`src/rtl/program_loader.sv`:
```
// Framed byte-stream boot loader: assembles little-endian 32-bit words, writes
// them to program memory and holds the core in program mode while loading.
module program_loader #(
  parameter int         INSTR_ADDR_WIDTH = 8,
  parameter int         TIMEOUT_CYCLES   = 100000,
  parameter logic [7:0] START_BYTE       = 8'hA5
) (
  input  logic                        clk,
  input  logic                        rst,
  input  logic                        rx_valid,
  input  logic [7:0]                  rx_data,
  output logic                        rx_ready,
  output logic                        pgm,
  output logic                        pm_we,
  output logic [INSTR_ADDR_WIDTH-1:0] pm_addr,
  output logic [31:0]                 pm_wdata,
  output logic                        load_done,
  output logic                        load_error,
  output logic [15:0]                 word_count
);

  localparam int          TW    = $clog2(TIMEOUT_CYCLES + 1);
  localparam logic [TW-1:0] TMAX = TW'(TIMEOUT_CYCLES - 1);
  localparam logic [16:0] DEPTH = 17'(1) << INSTR_ADDR_WIDTH;

  typedef enum logic [2:0] {IDLE, LEN_LO, LEN_HI, DATA, WRITE, CHECK} state_t;

  state_t                      state_reg, state_next;
  logic [15:0]                 len_reg, len_next;
  logic [1:0]                  idx_reg, idx_next;
  logic [7:0]                  chk_reg, chk_next;
  logic [TW-1:0]               timer_reg, timer_next;
  logic [23:0]                 word_reg, word_next;
  logic                        pgm_reg, pgm_next;
  logic [INSTR_ADDR_WIDTH-1:0] addr_reg, addr_next;
  logic [31:0]                 wdata_reg, wdata_next;
  logic                        done_reg, done_next;
  logic                        error_reg, error_next;
  logic [15:0]                 count_reg, count_next;

  logic        accept;
  logic        err_trig;
  logic [15:0] n_full;

  assign rx_ready   = (state_reg != WRITE);
  assign accept     = rx_valid && rx_ready;
  assign n_full     = {rx_data, len_reg[7:0]};
  assign pgm        = pgm_reg;
  assign pm_we      = (state_reg == WRITE);
  assign pm_addr    = addr_reg;
  assign pm_wdata   = wdata_reg;
  assign load_done  = done_reg;
  assign load_error = error_reg;
  assign word_count = count_reg;

  always_comb begin
    state_next = state_reg;
    len_next   = len_reg;
    idx_next   = idx_reg;
    chk_next   = chk_reg;
    timer_next = timer_reg;
    word_next  = word_reg;
    pgm_next   = pgm_reg;
    addr_next  = addr_reg;
    wdata_next = wdata_reg;
    done_next  = 1'b0;
    error_next = error_reg;
    count_next = count_reg;
    err_trig   = 1'b0;

    // Inactivity watchdog for the byte-receiving states; a byte always wins.
    if (state_reg inside {LEN_LO, LEN_HI, DATA, CHECK}) begin
      if (accept)
        timer_next = '0;
      else if (timer_reg == TMAX)
        err_trig = 1'b1;
      else
        timer_next = timer_reg + 1'b1;
    end else begin
      timer_next = '0;
    end

    case (state_reg)
      IDLE: begin
        if (accept && rx_data == START_BYTE) begin
          state_next = LEN_LO;
          pgm_next   = 1'b1;
          error_next = 1'b0;
          count_next = '0;
          chk_next   = '0;
          idx_next   = '0;
        end
      end
      LEN_LO: begin
        if (accept) begin
          len_next[7:0] = rx_data;
          state_next    = LEN_HI;
        end
      end
      LEN_HI: begin
        if (accept) begin
          len_next[15:8] = rx_data;
          if ({1'b0, n_full} > DEPTH)
            err_trig = 1'b1;
          else if (n_full == 16'd0)
            state_next = CHECK;
          else
            state_next = DATA;
        end
      end
      DATA: begin
        if (accept) begin
          chk_next = chk_reg ^ rx_data;
          idx_next = idx_reg + 2'd1;
          case (idx_reg)
            2'd0: word_next[7:0]   = rx_data;
            2'd1: word_next[15:8]  = rx_data;
            2'd2: word_next[23:16] = rx_data;
            default: begin
              wdata_next = {rx_data, word_reg};
              addr_next  = count_reg[INSTR_ADDR_WIDTH-1:0];
              state_next = WRITE;
            end
          endcase
        end
      end
      WRITE: begin
        count_next = count_reg + 16'd1;
        idx_next   = '0;
        state_next = (16'(count_reg + 16'd1) == len_reg) ? CHECK : DATA;
      end
      CHECK: begin
        if (accept) begin
          if (rx_data == chk_reg) begin
            done_next  = 1'b1;
            pgm_next   = 1'b0;
            state_next = IDLE;
          end else begin
            err_trig = 1'b1;
          end
        end
      end
      default: state_next = IDLE;
    endcase

    // Abort leaves already-written words in memory.
    if (err_trig) begin
      error_next = 1'b1;
      pgm_next   = 1'b0;
      state_next = IDLE;
      timer_next = '0;
    end
  end

  always_ff @(posedge clk) begin
    if (rst) begin
      state_reg <= IDLE;
      len_reg   <= '0;
      idx_reg   <= '0;
      chk_reg   <= '0;
      timer_reg <= '0;
      word_reg  <= '0;
      pgm_reg   <= 1'b0;
      addr_reg  <= '0;
      wdata_reg <= '0;
      done_reg  <= 1'b0;
      error_reg <= 1'b0;
      count_reg <= '0;
    end else begin
      state_reg <= state_next;
      len_reg   <= len_next;
      idx_reg   <= idx_next;
      chk_reg   <= chk_next;
      timer_reg <= timer_next;
      word_reg  <= word_next;
      pgm_reg   <= pgm_next;
      addr_reg  <= addr_next;
      wdata_reg <= wdata_next;
      done_reg  <= done_next;
      error_reg <= error_next;
      count_reg <= count_next;
    end
  end

endmodule

```
`config.mk`:
```
export PLATFORM = sky130hd
export DESIGN_NAME = program_loader
export DESIGN_NICKNAME = d
export VERILOG_FILES = /design/src/rtl/program_loader.sv
export SDC_FILE = /design/constraint.sdc
export NUM_CORES = 1
export LEC_CHECK = 0
export ABC_CLOCK_PERIOD_IN_PS = 5740
export CORE_UTILIZATION = 30
export CTS_BUF_LIST = sky130_fd_sc_hd__clkbuf_8
export CTS_CLUSTER_SIZE = 30
export DETAILED_ROUTE_END_ITERATION = 6
export GPL_ROUTABILITY_DRIVEN = 0
export PLACE_DENSITY = 0.5
export SETUP_SLACK_MARGIN = 0.5
export SYNTH_ARGS = -nofsm -noshare
export SYNTH_HDL_FRONTEND = slang
export SYNTH_SLANG_ARGS = --single-unit
```
`constraint.sdc`:
```
create_clock -name clk -period 5.74 [get_ports clk]
set_input_delay 0.574 -clock clk [delete_from_list [all_inputs] [get_ports clk]]
set_output_delay 0.574 -clock clk [all_outputs]
set_load 0.05 [all_outputs]
```
==> flow_metrics.env <==
export IMPL_cp_endpoint="rx_ready"
export IMPL_grt_pass1_wl_mm=24.9
export IMPL_crit_family="buffers and inverters"
export IMPL_die_h_um=141
export IMPL_rsz0062_at_grt="false"
export IMPL_vdd_ir_drop_max_v=0.000137
export IMPL_fin_setup_tns_ns=0
export IMPL_final_core_util_pct=37.9
export IMPL_ys_flop_type="dfxtp_1"
export IMPL_post_cts_buffers=0
export IMPL_synth_nets=778
export IMPL_wl_met1_mm=7.62
export IMPL_met2_length_mm=7.06
export IMPL_rows=50
export IMPL_r2r_setup_slack_ns=2.56
export IMPL_yosysTopAreaCell="dfxtp_1"
export IMPL_via_count=5146
export IMPL_clock_tree_buffer_depth=2
export IMPL_multi_input_area_um2=2980
export IMPL_fillers=1992
export IMPL_async_reset_ff_share_pct=0
export IMPL_n_antenna_cell=0
export IMPL_critPathLaunch="state_reg[0]$_SDFFE_PP0P_"
export IMPL_leakagePower_uw=0.00229
export IMPL_drtIter0Drc=318
export IMPL_worst_r2r_cell_count=8
export IMPL_fmax_mhz=274
export IMPL_die_x_um=141
export IMPL_critical_path_required_ns=5.17
export IMPL_avgSynthCellArea_um2=7.65
export IMPL_syn_inst=761
export IMPL_cts_tree="yes"
export IMPL_final_period_utilization_pct=63.6
export IMPL_grt_remaining_overflow=0
export IMPL_power_uw=1850
export IMPL_fin_ws_ns=2.09
export IMPL_num_io_pins=72
export IMPL_ant_nets=0
export IMPL_tightest_slew_ns=0.922
export IMPL_seqCellArea_um2=2580
export IMPL_viasPerCell=4.80
export IMPL_muxShareOfSynthArea_pct=1.57
export IMPL_hp_class="flip-flop to flip-flop"
export IMPL_final_setup_skew_ns=0.00930
export IMPL_critical_path_arrival_ns=3.08
export IMPL_first_pass_iters=4
export IMPL_reg2reg_from="word_count[0]$_SDFFE_PP0P_"
export IMPL_synthSimpleGateAreaFrac_pct=27.0
export IMPL_netlist_area_um2=5820
export IMPL_slowest_delay_ns=0.94
export IMPL_slew_viol_final=0
export IMPL_yosysSeqAreaShare_pct=44.4
export IMPL_hold_buffers=0
export IMPL_largest_reg_flops=32
export IMPL_coreArea_um2=18800
export IMPL_cts_sinks=129
export IMPL_drv_cap=0
export IMPL_drive_gt1_share_pct=5.80
export IMPL_maxUsedRoutingLayer="met4"
export IMPL_layout_commonest_cell="nand2_1"
export IMPL_grt_pass1_vias=4684
export IMPL_relSlewSlack_pct=38.3
export IMPL_crit_cells=4
export IMPL_synthAdderAreaFrac_pct=1.29
export IMPL_path_class="flip-flop to primary output"
export IMPL_dpl_worst_slack_ns=2.44
export IMPL_start_util_pct=30.9
export IMPL_root_buffer="clkbuf_8"
export IMPL_met3_length_um=568
export IMPL_path_cells="nor2_1 > and2_1 > inv_1 > clkdlybuf4s50_1"
export IMPL_clk_latency_ns=0.46
export IMPL_grtUsageTotal_pct=16.0
export IMPL_cts_resized=0
export IMPL_ys_warn_count=0
export IMPL_yosys_top_cells_area="dfxtp_1, nand2_1, a21oi_1"
export IMPL_port_buffers=71
export IMPL_grt_max_degree=85
export IMPL_drt_total_wl_mm=15.4
export IMPL_synth_cell_types=49
export IMPL_regToRegEndpoint="state_reg[2]$_SDFFE_PP0P_"
export IMPL_status="finished, final reports clean"
export IMPL_synth_top_area_share_pct=44.4
export IMPL_hold_viol=0
export IMPL_cp_end_kind="primary output"
export IMPL_areaGrowthSynthToFinish_pct=22.5
export IMPL_power_density_nw_per_um2=260
export IMPL_synth_edf_count=0
export IMPL_wire_per_inst_um=14.4
export IMPL_yosys_area_share_xor_xnor_pct=6.17
export IMPL_ys_ff_latch=129
export IMPL_start_kind="flip-flop"
export IMPL_drc_errors=0
export IMPL_die_area_um2=20000
export IMPL_layout_common_cells="nand2_1, dfxtp_1, a21oi_1, nor2_1, clkdlybuf4s50_1"
export IMPL_setup_viol=0
export IMPL_min_period_ns=3.65
export IMPL_cts_clk_slew_worst_paths_ns=0.08
export IMPL_dpl_hpwl_mm=10.2
export IMPL_antenna_found_initial=0
export IMPL_synth_top_family_by_area="simple AND/OR/NAND/NOR gates"
export IMPL_cts_buffers=17
export IMPL_nNetsFinal=815
export IMPL_crit_fanout=22
export IMPL_synth_compound_area_share_pct=15.2
export IMPL_htree_levels=4
export IMPL_cp_slowest_cell="clkdlybuf4s50_1"
export IMPL_worst_path_buf_inv=2
-- power breakdown --
group	leakage [uW]	internal, uW	total [uW]	switching [uW]
sequential	0.00104	894	895	0.298
combinational	0.00102	9.86	38.8	29.0
clock	0.000230	541	920	380
-- per-layer routing --
| metal | vias up | global-route usage (%) |
|---|---|---|
| met5 | - | 0 |
| met4 | 0 | 5.43 |
| met3 | 8 | 3.68 |
| met2 | 84 | 24.2 |
| met1 | 2394 | 22.4 |
| li1 | 2660 | - |
-- cell type report --
class,count,share of cell area [%]
Tap cell,260,4.56
Multi-Input combinational cell,567,41.8
Sequential cell,129,36.2
Timing Repair Buffer,75,10.4
Clock inverter,13,2.91
Inverter,8,0.421
Clock buffer,19,3.67
-- worst min path at each step --
stage | start | cells after the start | end
floorplan | timer_reg[0]$_SDFFE_PP0P_ | 1 | timer_reg[0]$_SDFFE_PP0P_
global placement | timer_reg[0]$_SDFFE_PP0P_ | 1 | timer_reg[0]$_SDFFE_PP0P_
detailed placement | word_reg[7]$_SDFFE_PP0P_ | 2 | pm_wdata[7]$_SDFFE_PP0P_
CTS | word_reg[7]$_SDFFE_PP0P_ | 2 | pm_wdata[7]$_SDFFE_PP0P_
global route | word_reg[7]$_SDFFE_PP0P_ | 2 | pm_wdata[7]$_SDFFE_PP0P_
finish | word_reg[7]$_SDFFE_PP0P_ | 2 | pm_wdata[7]$_SDFFE_PP0P_
-- worst register-to-register path: stages, from the launching register on --
cell	delay [ns]
dfxtp_1	0.55
ha_1	0.36
nand4_2	0.20
or3_1	0.38
o21bai_1	0.17
a31o_1	0.21
or4_4	0.53
or4_4	0.50
a211oi_2	0.21
-- synth_stat cells, drive strengths merged, types with 4 or more instances --
cell and instances:
or3 12, nand4 12, xor2 21, nand3 39, xnor2 20, a21oi 116
nand2 160, ha 6, nor4 6, and3 4, nor3 10, clkbuf 46
dfxtp 129, nor2 74, inv 8, buf 11, mux2i 8, or4 8
o21ai 33, and2 7
-- metrics by stage --
stage               area [um^2]  hold slack (ns)  cells
finish                     7130            0.445   1071
global placement           6660            0.436   1039
CTS                        7130            0.443   1071
floorplan                  5820            0.417    761
global route               7130            0.448   1071
detailed placement         6660            0.446   1039
-- kinds of logic after synthesis --
| family | Yosys count |
|---|---|
| compound gates | 166 |
| simple gates | 345 |
| xor+xnor | 41 |
| flops | 129 |
| buf+inv | 65 |
| mux | 9 |
| fa+ha+maj | 6 |
Power figures use the tool's default switching activity.
